<file path="src/rtl/axis_tpg_pkg.sv">
// rtl/axis_tpg_pkg.sv - shared state encoding and defaults for the test-pattern burst controller
package axis_tpg_pkg;

   localparam logic [1:0] ST_IDLE = 2'd0;
   localparam logic [1:0] ST_RUN  = 2'd1;
   localparam logic [1:0] ST_GAP  = 2'd2;
   localparam logic [1:0] ST_DONE = 2'd3;

   localparam int DEF_BURST_LEN  = 64;
   localparam int DEF_GAP_CYCLES = 16;

   // Bits needed to hold 0..max_val, never fewer than one.
   function automatic int cnt_bits(input int max_val);
      return (max_val < 1) ? 1 : $clog2(max_val + 1);
   endfunction

endpackage

</file>
<file path="src/rtl/axis_pattern_burst_ctrl.sv">
// rtl/axis_pattern_burst_ctrl.sv - gates pattern-generator AXIS into fixed-length packets with idle gaps
module axis_pattern_burst_ctrl
   import axis_tpg_pkg::*;
#(
   parameter int TDATA_WIDTH = 32,
   parameter int BURST_LEN   = DEF_BURST_LEN,
   parameter int GAP_CYCLES  = DEF_GAP_CYCLES,
   parameter int CNT_WIDTH   = 16
) (
   input  logic                   m_axis_aclk,
   input  logic                   m_axis_aresetn,
   input  logic                   start,
   input  logic                   stop,
   input  logic [CNT_WIDTH-1:0]   num_bursts,
   output logic                   gen_enable,
   input  logic [TDATA_WIDTH-1:0] s_axis_tdata,
   input  logic                   s_axis_tvalid,
   output logic                   s_axis_tready,
   output logic [TDATA_WIDTH-1:0] m_axis_tdata,
   output logic                   m_axis_tvalid,
   input  logic                   m_axis_tready,
   output logic                   m_axis_tlast,
   output logic                   busy,
   output logic                   done,
   output logic [CNT_WIDTH-1:0]   bursts_sent
);

   localparam int BEAT_W = cnt_bits(BURST_LEN);
   localparam int GAP_W  = cnt_bits(GAP_CYCLES);
   localparam logic [BEAT_W-1:0] LAST_BEAT = BEAT_W'(BURST_LEN - 1);
   localparam logic [GAP_W-1:0]  GAP_INIT  = GAP_W'((GAP_CYCLES > 0) ? GAP_CYCLES - 1 : 0);

   logic [1:0]           state_q, state_d;
   logic [BEAT_W-1:0]    beat_cnt_q, beat_cnt_d;
   logic [GAP_W-1:0]     gap_cnt_q, gap_cnt_d;
   logic [CNT_WIDTH-1:0] bursts_sent_q, bursts_sent_d;
   logic [CNT_WIDTH-1:0] num_lat_q, num_lat_d;
   logic                 stop_pending_q, stop_pending_d;
   logic                 gen_enable_q, gen_enable_d;
   logic [CNT_WIDTH-1:0] sent_inc;
   logic                 run;
   logic                 beat;

   always_ff @(posedge m_axis_aclk or negedge m_axis_aresetn) begin
      if (!m_axis_aresetn) begin
         state_q        <= ST_IDLE;
         beat_cnt_q     <= '0;
         gap_cnt_q      <= '0;
         bursts_sent_q  <= '0;
         num_lat_q      <= '0;
         stop_pending_q <= 1'b0;
         gen_enable_q   <= 1'b0;
      end else begin
         state_q        <= state_d;
         beat_cnt_q     <= beat_cnt_d;
         gap_cnt_q      <= gap_cnt_d;
         bursts_sent_q  <= bursts_sent_d;
         num_lat_q      <= num_lat_d;
         stop_pending_q <= stop_pending_d;
         gen_enable_q   <= gen_enable_d;
      end
   end

   always_comb begin
      state_d        = state_q;
      beat_cnt_d     = beat_cnt_q;
      gap_cnt_d      = gap_cnt_q;
      bursts_sent_d  = bursts_sent_q;
      num_lat_d      = num_lat_q;
      stop_pending_d = stop_pending_q;
      sent_inc       = bursts_sent_q + 1'b1;
      gen_enable_d   = (state_q == ST_RUN) || (state_q == ST_GAP);
      case (state_q)
         ST_IDLE: begin
            if (start && !stop) begin
               state_d       = ST_RUN;
               num_lat_d     = num_bursts;
               bursts_sent_d = '0;
               beat_cnt_d    = '0;
            end
         end
         ST_RUN: begin
            if (stop) stop_pending_d = 1'b1;
            if (beat) begin
               if (beat_cnt_q == LAST_BEAT) begin
                  beat_cnt_d    = '0;
                  bursts_sent_d = sent_inc;
                  // A stop arriving with the last beat still ends the sequence here.
                  if (stop_pending_q || stop || ((num_lat_q != '0) && (sent_inc == num_lat_q))) begin
                     state_d = ST_DONE;
                  end else if (GAP_CYCLES == 0) begin
                     state_d = ST_RUN;
                  end else begin
                     state_d   = ST_GAP;
                     gap_cnt_d = GAP_INIT;
                  end
               end else begin
                  beat_cnt_d = beat_cnt_q + 1'b1;
               end
            end
         end
         ST_GAP: begin
            if (stop || stop_pending_q) begin
               state_d = ST_DONE;
            end else if (gap_cnt_q == '0) begin
               state_d = ST_RUN;
            end else begin
               gap_cnt_d = gap_cnt_q - 1'b1;
            end
         end
         default: begin
            state_d = ST_IDLE;
         end
      endcase
      if (state_d == ST_IDLE) stop_pending_d = 1'b0;
   end

   always_comb begin
      run           = (state_q == ST_RUN);
      m_axis_tdata  = s_axis_tdata;
      m_axis_tvalid = s_axis_tvalid & run;
      s_axis_tready = m_axis_tready & run;
      beat          = m_axis_tvalid & m_axis_tready;
      m_axis_tlast  = run & (beat_cnt_q == LAST_BEAT);
      busy          = (state_q != ST_IDLE);
      done          = (state_q == ST_DONE);
      gen_enable    = gen_enable_q;
      bursts_sent   = bursts_sent_q;
   end

endmodule
</file>
<file path="config.mk">
export PLATFORM = sky130hd
export DESIGN_NAME = axis_pattern_burst_ctrl
export DESIGN_NICKNAME = d
export VERILOG_FILES = /design/src/rtl/axis_tpg_pkg.sv /design/src/rtl/axis_pattern_burst_ctrl.sv
export SDC_FILE = /design/constraint.sdc
export NUM_CORES = 1
export LEC_CHECK = 0
export ABC_CLOCK_PERIOD_IN_PS = 4700
export CORE_AREA = 2 2 85 87
export DETAILED_ROUTE_END_ITERATION = 10
export DIE_AREA = 0 0 87 89
export GPL_TIMING_DRIVEN = 0
export PLACE_DENSITY_LB_ADDON = 0.12
export SLEW_MARGIN = 10
export SYNTH_ARGS = -nofsm -noshare
export SYNTH_HDL_FRONTEND = slang
export SYNTH_SLANG_ARGS = --single-unit
</file>
<file path="constraint.sdc">
create_clock -name m_axis_aclk -period 4.7 [get_ports m_axis_aclk]
set_input_delay 0.94 -clock m_axis_aclk [delete_from_list [all_inputs] [get_ports m_axis_aclk]]
set_output_delay 0.94 -clock m_axis_aclk [all_outputs]
set_load 0.03 [all_outputs]
</file>
==> flow_summary.toml <==
[layout]
final_net_count = 518
signed_area_change_from_the_synthesized_netlist_to_the_final_layout_pct = 28.8
multiInputGateArea_um2 = 1750
finish.instance_area_um2 = 4280
post_route_cells_drive_above_1_share_pct = 16.6
fill_cells = 598
fraction_of_the_core_area_covered_by_cells_at_the_end_of_the_flow_pct = 63.6
post_layout_nonfiller_instances = 537
register_area_um2 = 1200
antenna_cells = 0

[worst_setup_path]
critical_path.cell_chain = "inv_1 -> ha_1 -> clkbuf_1 -> and2_1 -> clkdlybuf4s50_1"
rr_endpoint = "gap_cnt_q[1]$_DFFE_PN0P_"
critical_path.top_delay_family = "buffers and inverters"
endpoint_kind_of_the_worst_setup_timing_path = "output port"
critical_path.reg2reg.startpoint = "bursts_sent[0]$_DFFE_PN0P_"
worst_ep_arrival_time_ns = 2.32
critical_path.max_stage_delay_ns = 0.66
cp_max_fo = 10
crit_slowest_cell = "sky130_fd_sc_hd__clkdlybuf4s50_1"
critical_path_buf_inv_count = 3
regToRegSetupSlack_ns = 1.89
crit_path_start_kind = "register"
cp.required_ns = 3.76
worst_setup_path_category = "reg2out"
r2r.worst_path.cells = 9

[yosys]
synth_top_family_by_area = "simple AND/OR/NAND/NOR gates"
postSynthNetCount = 435
synth-edff-count = 0
synth-adder-area-share_pct = 3.01
synth_largest_type_area_fraction_pct = 36.2
synth_common_cells = "sky130_fd_sc_hd__dfrtp_1 (48), sky130_fd_sc_hd__nand2_1 (42), sky130_fd_sc_hd__o21ai_0 (38), sky130_fd_sc_hd__buf_4 (35), sky130_fd_sc_hd__nor2_1 (24)"
synthesis.area_um2 = 3320
postSynthCellCount = 373
synthesis_stage_register_bit_count = 48
avgSynthCellArea_um2 = 8.90
yosys.area_share.simple_pct = 22.3
synthMuxAreaShare_pct = 6.03
post-synth-top-area-cell = "sky130_fd_sc_hd__dfrtp_1"
synth_seq_area_share_pct = 36.2
postSynth.topFlopCell = "sky130_fd_sc_hd__dfrtp_1"
synth_unique_cells = 61
synthTopCellsByArea = "sky130_fd_sc_hd__dfrtp_1 (36%), sky130_fd_sc_hd__buf_4 (7.9%), sky130_fd_sc_hd__o21ai_0 (5.7%)"
synth-async-reset-ratio_pct = 100
synthXorXnorAreaFrac_pct = 5.01
yosysWarningCount = 0
complex_gate_fraction_of_the_synthesized_area_pct = 16.4
yosys.cell_count.top_type = "sky130_fd_sc_hd__dfrtp_1"

[cts]
worst_setup_hold_path_clk_slew_ns = 0.08
cts.hold.buffers_added = 0
htreeDepth = 2
clock_tree.root_cell = "sky130_fd_sc_hd__clkbuf_8"
clock_path_buffers = 2
cts_setup_buffers = 0
cts-resized-gates = 0
cts_tree = "yes"
cts.sink_count = 48
tritoncts.num_buffers = 5
clock_insertion_delay_at_the_later_pin_of_the_skew_report_ns = 0.30

[timing]
rsz0062_at_grt = "false"
final_hold_violations = 0
whs_ns = 0.485
fmaxAchievable_ghz = 0.307
minimum_setup_slack_in_the_final_design_ns = 1.44
setup-violations-final = 0
slew-limit-headroom_pct = 52.8
finalClockSkew_ns = 0.00655
final_period_minus_worst_setup_slack_ns = 3.26
totalNegativeSetupSlack_ns = 0
maxSlewViolCount = 0
layout_worst_path_cycle_share_pct = 69.3
tightest_pin_transition_ns = 0.701

[power]
power.density_cell_area_nw_per_um2 = 391
vdd_ir_drop_max_uv = 258
total_power_mw = 1.67
power.static_leakage_nw = 1.76

[placed_design]
post_place_cell_area_um2 = 4190
place_ws_ns = 1.31
total_half_perimeter_wirelength_after_legalization_and_detailed_placement_mm = 5.99
buffer_ports.inserted = 75
place.detailed.instances = 529
finalWeightedCongestion = 0.933

[global_route]
grt_max_degree = 27
grt_first_pass_wirelength_mm = 12.5
grt_pass1_vias = 2650
globalRouteTotalUtil_pct = 20.2
grt_antenna_before_repair = 0
total_gr_overflow = 0

[run_status]
outcome = "finished clean"

[hold_path]
timing.hold.worst.start = "beat_cnt_q[6]$_DFFE_PN0P_"
holdPathEnd = "beat_cnt_q[6]$_DFFE_PN0P_"
min_path_cells = 1
hold_class = "reg2reg"

[floorplan]
die_width_um = 87
io_pins = 108
starting_density_of_the_core_pct = 49.4
die_height_um = 89
rows = 30
dieArea_um2 = 7740
core-area_um2 = 6720

[detailed_routing]
post-route-drc-count = 0
remaining_number_of_nets_flagged_by_the_antenna_check_after_routing = 0
routed_wire_length_per_instance_um = 14.4
route.vias.total = 2994
pre_repair_dr_iteration_count = 5
drt_first_iter_violations = 103
routed_wl_mm = 7.74
route.detailed.vias_per_inst = 5.58

[run]
cap_violations = 0
==> how the worst max path moves through the flow <==
stage	startpoint	to	slack, ns	cells after the start
floorplan	beat_cnt_q[0]$_DFFE_PN0P_	m_axis_tlast	2.25	5
CTS	state_q[1]$_DFF_PN0_	s_axis_tready	1.43	5
global route	state_q[1]$_DFF_PN0_	s_axis_tready	1.28	5
finish	state_q[1]$_DFF_PN0_	s_axis_tready	1.44	5
global placement	m_axis_aresetn	gap_cnt_q[3]$_DFFE_PN0P_	1.29	1
detailed placement	stop	bursts_sent[3]$_DFFE_PN0P_	1.31	9
==> routing by layer <==
layer	GRT usage (%)	share of wire [%]	up-vias
li1	-	-	1463
met1	25.3	42	1402
met2	35.5	49	119
met3	3.69	6.9	10
met4	6.39	1.6	0
met5	0	0	-
==> cells by family after synthesis <==
| logic type | Yosys count |
|---|---|
| AO/OA/AOI/OAI | 87 |
| XOR/XNOR | 19 |
| AND/OR/NAND/NOR | 134 |
| multiplexers | 18 |
| buffers and inverters | 59 |
| adder cells (fa/ha/maj) | 8 |
| flip-flops | 48 |
==> sequential cells by signal (all words and copies together), names as in the netlist <==
name	count
beat_cnt_q	7
bursts_sent	16
gap_cnt_q	5
gen_enable	1
num_lat_q	16
state_q	2
stop_pending_q	1
==> cells in the final DEF, fill, tap and decap left out, types with 2 or more instances in the layout <==
cell and instances:
sky130_fd_sc_hd__xor2_1 5, sky130_fd_sc_hd__dfrtp_1 48, sky130_fd_sc_hd__a31oi_1 5, sky130_fd_sc_hd__nand2b_1 3, sky130_fd_sc_hd__and2_1 5, sky130_fd_sc_hd__clkdlybuf4s50_1 74
sky130_fd_sc_hd__a21oi_1 12, sky130_fd_sc_hd__nor3b_1 2, sky130_fd_sc_hd__buf_4 35, sky130_fd_sc_hd__a22o_1 2, sky130_fd_sc_hd__o211a_1 2, sky130_fd_sc_hd__o2111ai_1 2
sky130_fd_sc_hd__o31ai_1 6, sky130_fd_sc_hd__and2_0 2, sky130_fd_sc_hd__a21o_1 2, sky130_fd_sc_hd__nand4_1 5, sky130_fd_sc_hd__or3_1 7, sky130_fd_sc_hd__o211ai_1 3
sky130_fd_sc_hd__clkbuf_1 10, sky130_fd_sc_hd__ha_1 8, sky130_fd_sc_hd__o21ai_0 38, sky130_fd_sc_hd__nor4_1 5, sky130_fd_sc_hd__a41oi_1 3, sky130_fd_sc_hd__mux2i_1 2
sky130_fd_sc_hd__a211oi_1 3, sky130_fd_sc_hd__nand2_1 42, sky130_fd_sc_hd__xnor2_1 14, sky130_fd_sc_hd__nor2b_1 2, sky130_fd_sc_hd__nor2_1 24, sky130_fd_sc_hd__and3_1 2
sky130_fd_sc_hd__nor4_4 2, sky130_fd_sc_hd__nand3_1 9, sky130_fd_sc_hd__mux2_2 16, sky130_fd_sc_hd__inv_1 10, sky130_fd_sc_hd__nor3_2 2, sky130_fd_sc_hd__nor3_1 7
sky130_fd_sc_hd__buf_2 6, sky130_fd_sc_hd__clkbuf_8 6
==> power breakdown <==
part	internal, mW	switching (mW)
clock	0.120	0.137
combinational	0.345	0.410
sequential	0.530	0.131
==> cell type report <==
class	instances	area share (%)
Clock buffer	8	2.11
Multi-Input combinational cell	266	41.0
Sequential cell	48	28.1
Timing Repair Buffer	76	17.9
Tap cell	80	2.34
Inverter	10	0.878
Buffer	49	7.69
Power figures use the tool's default switching activity.
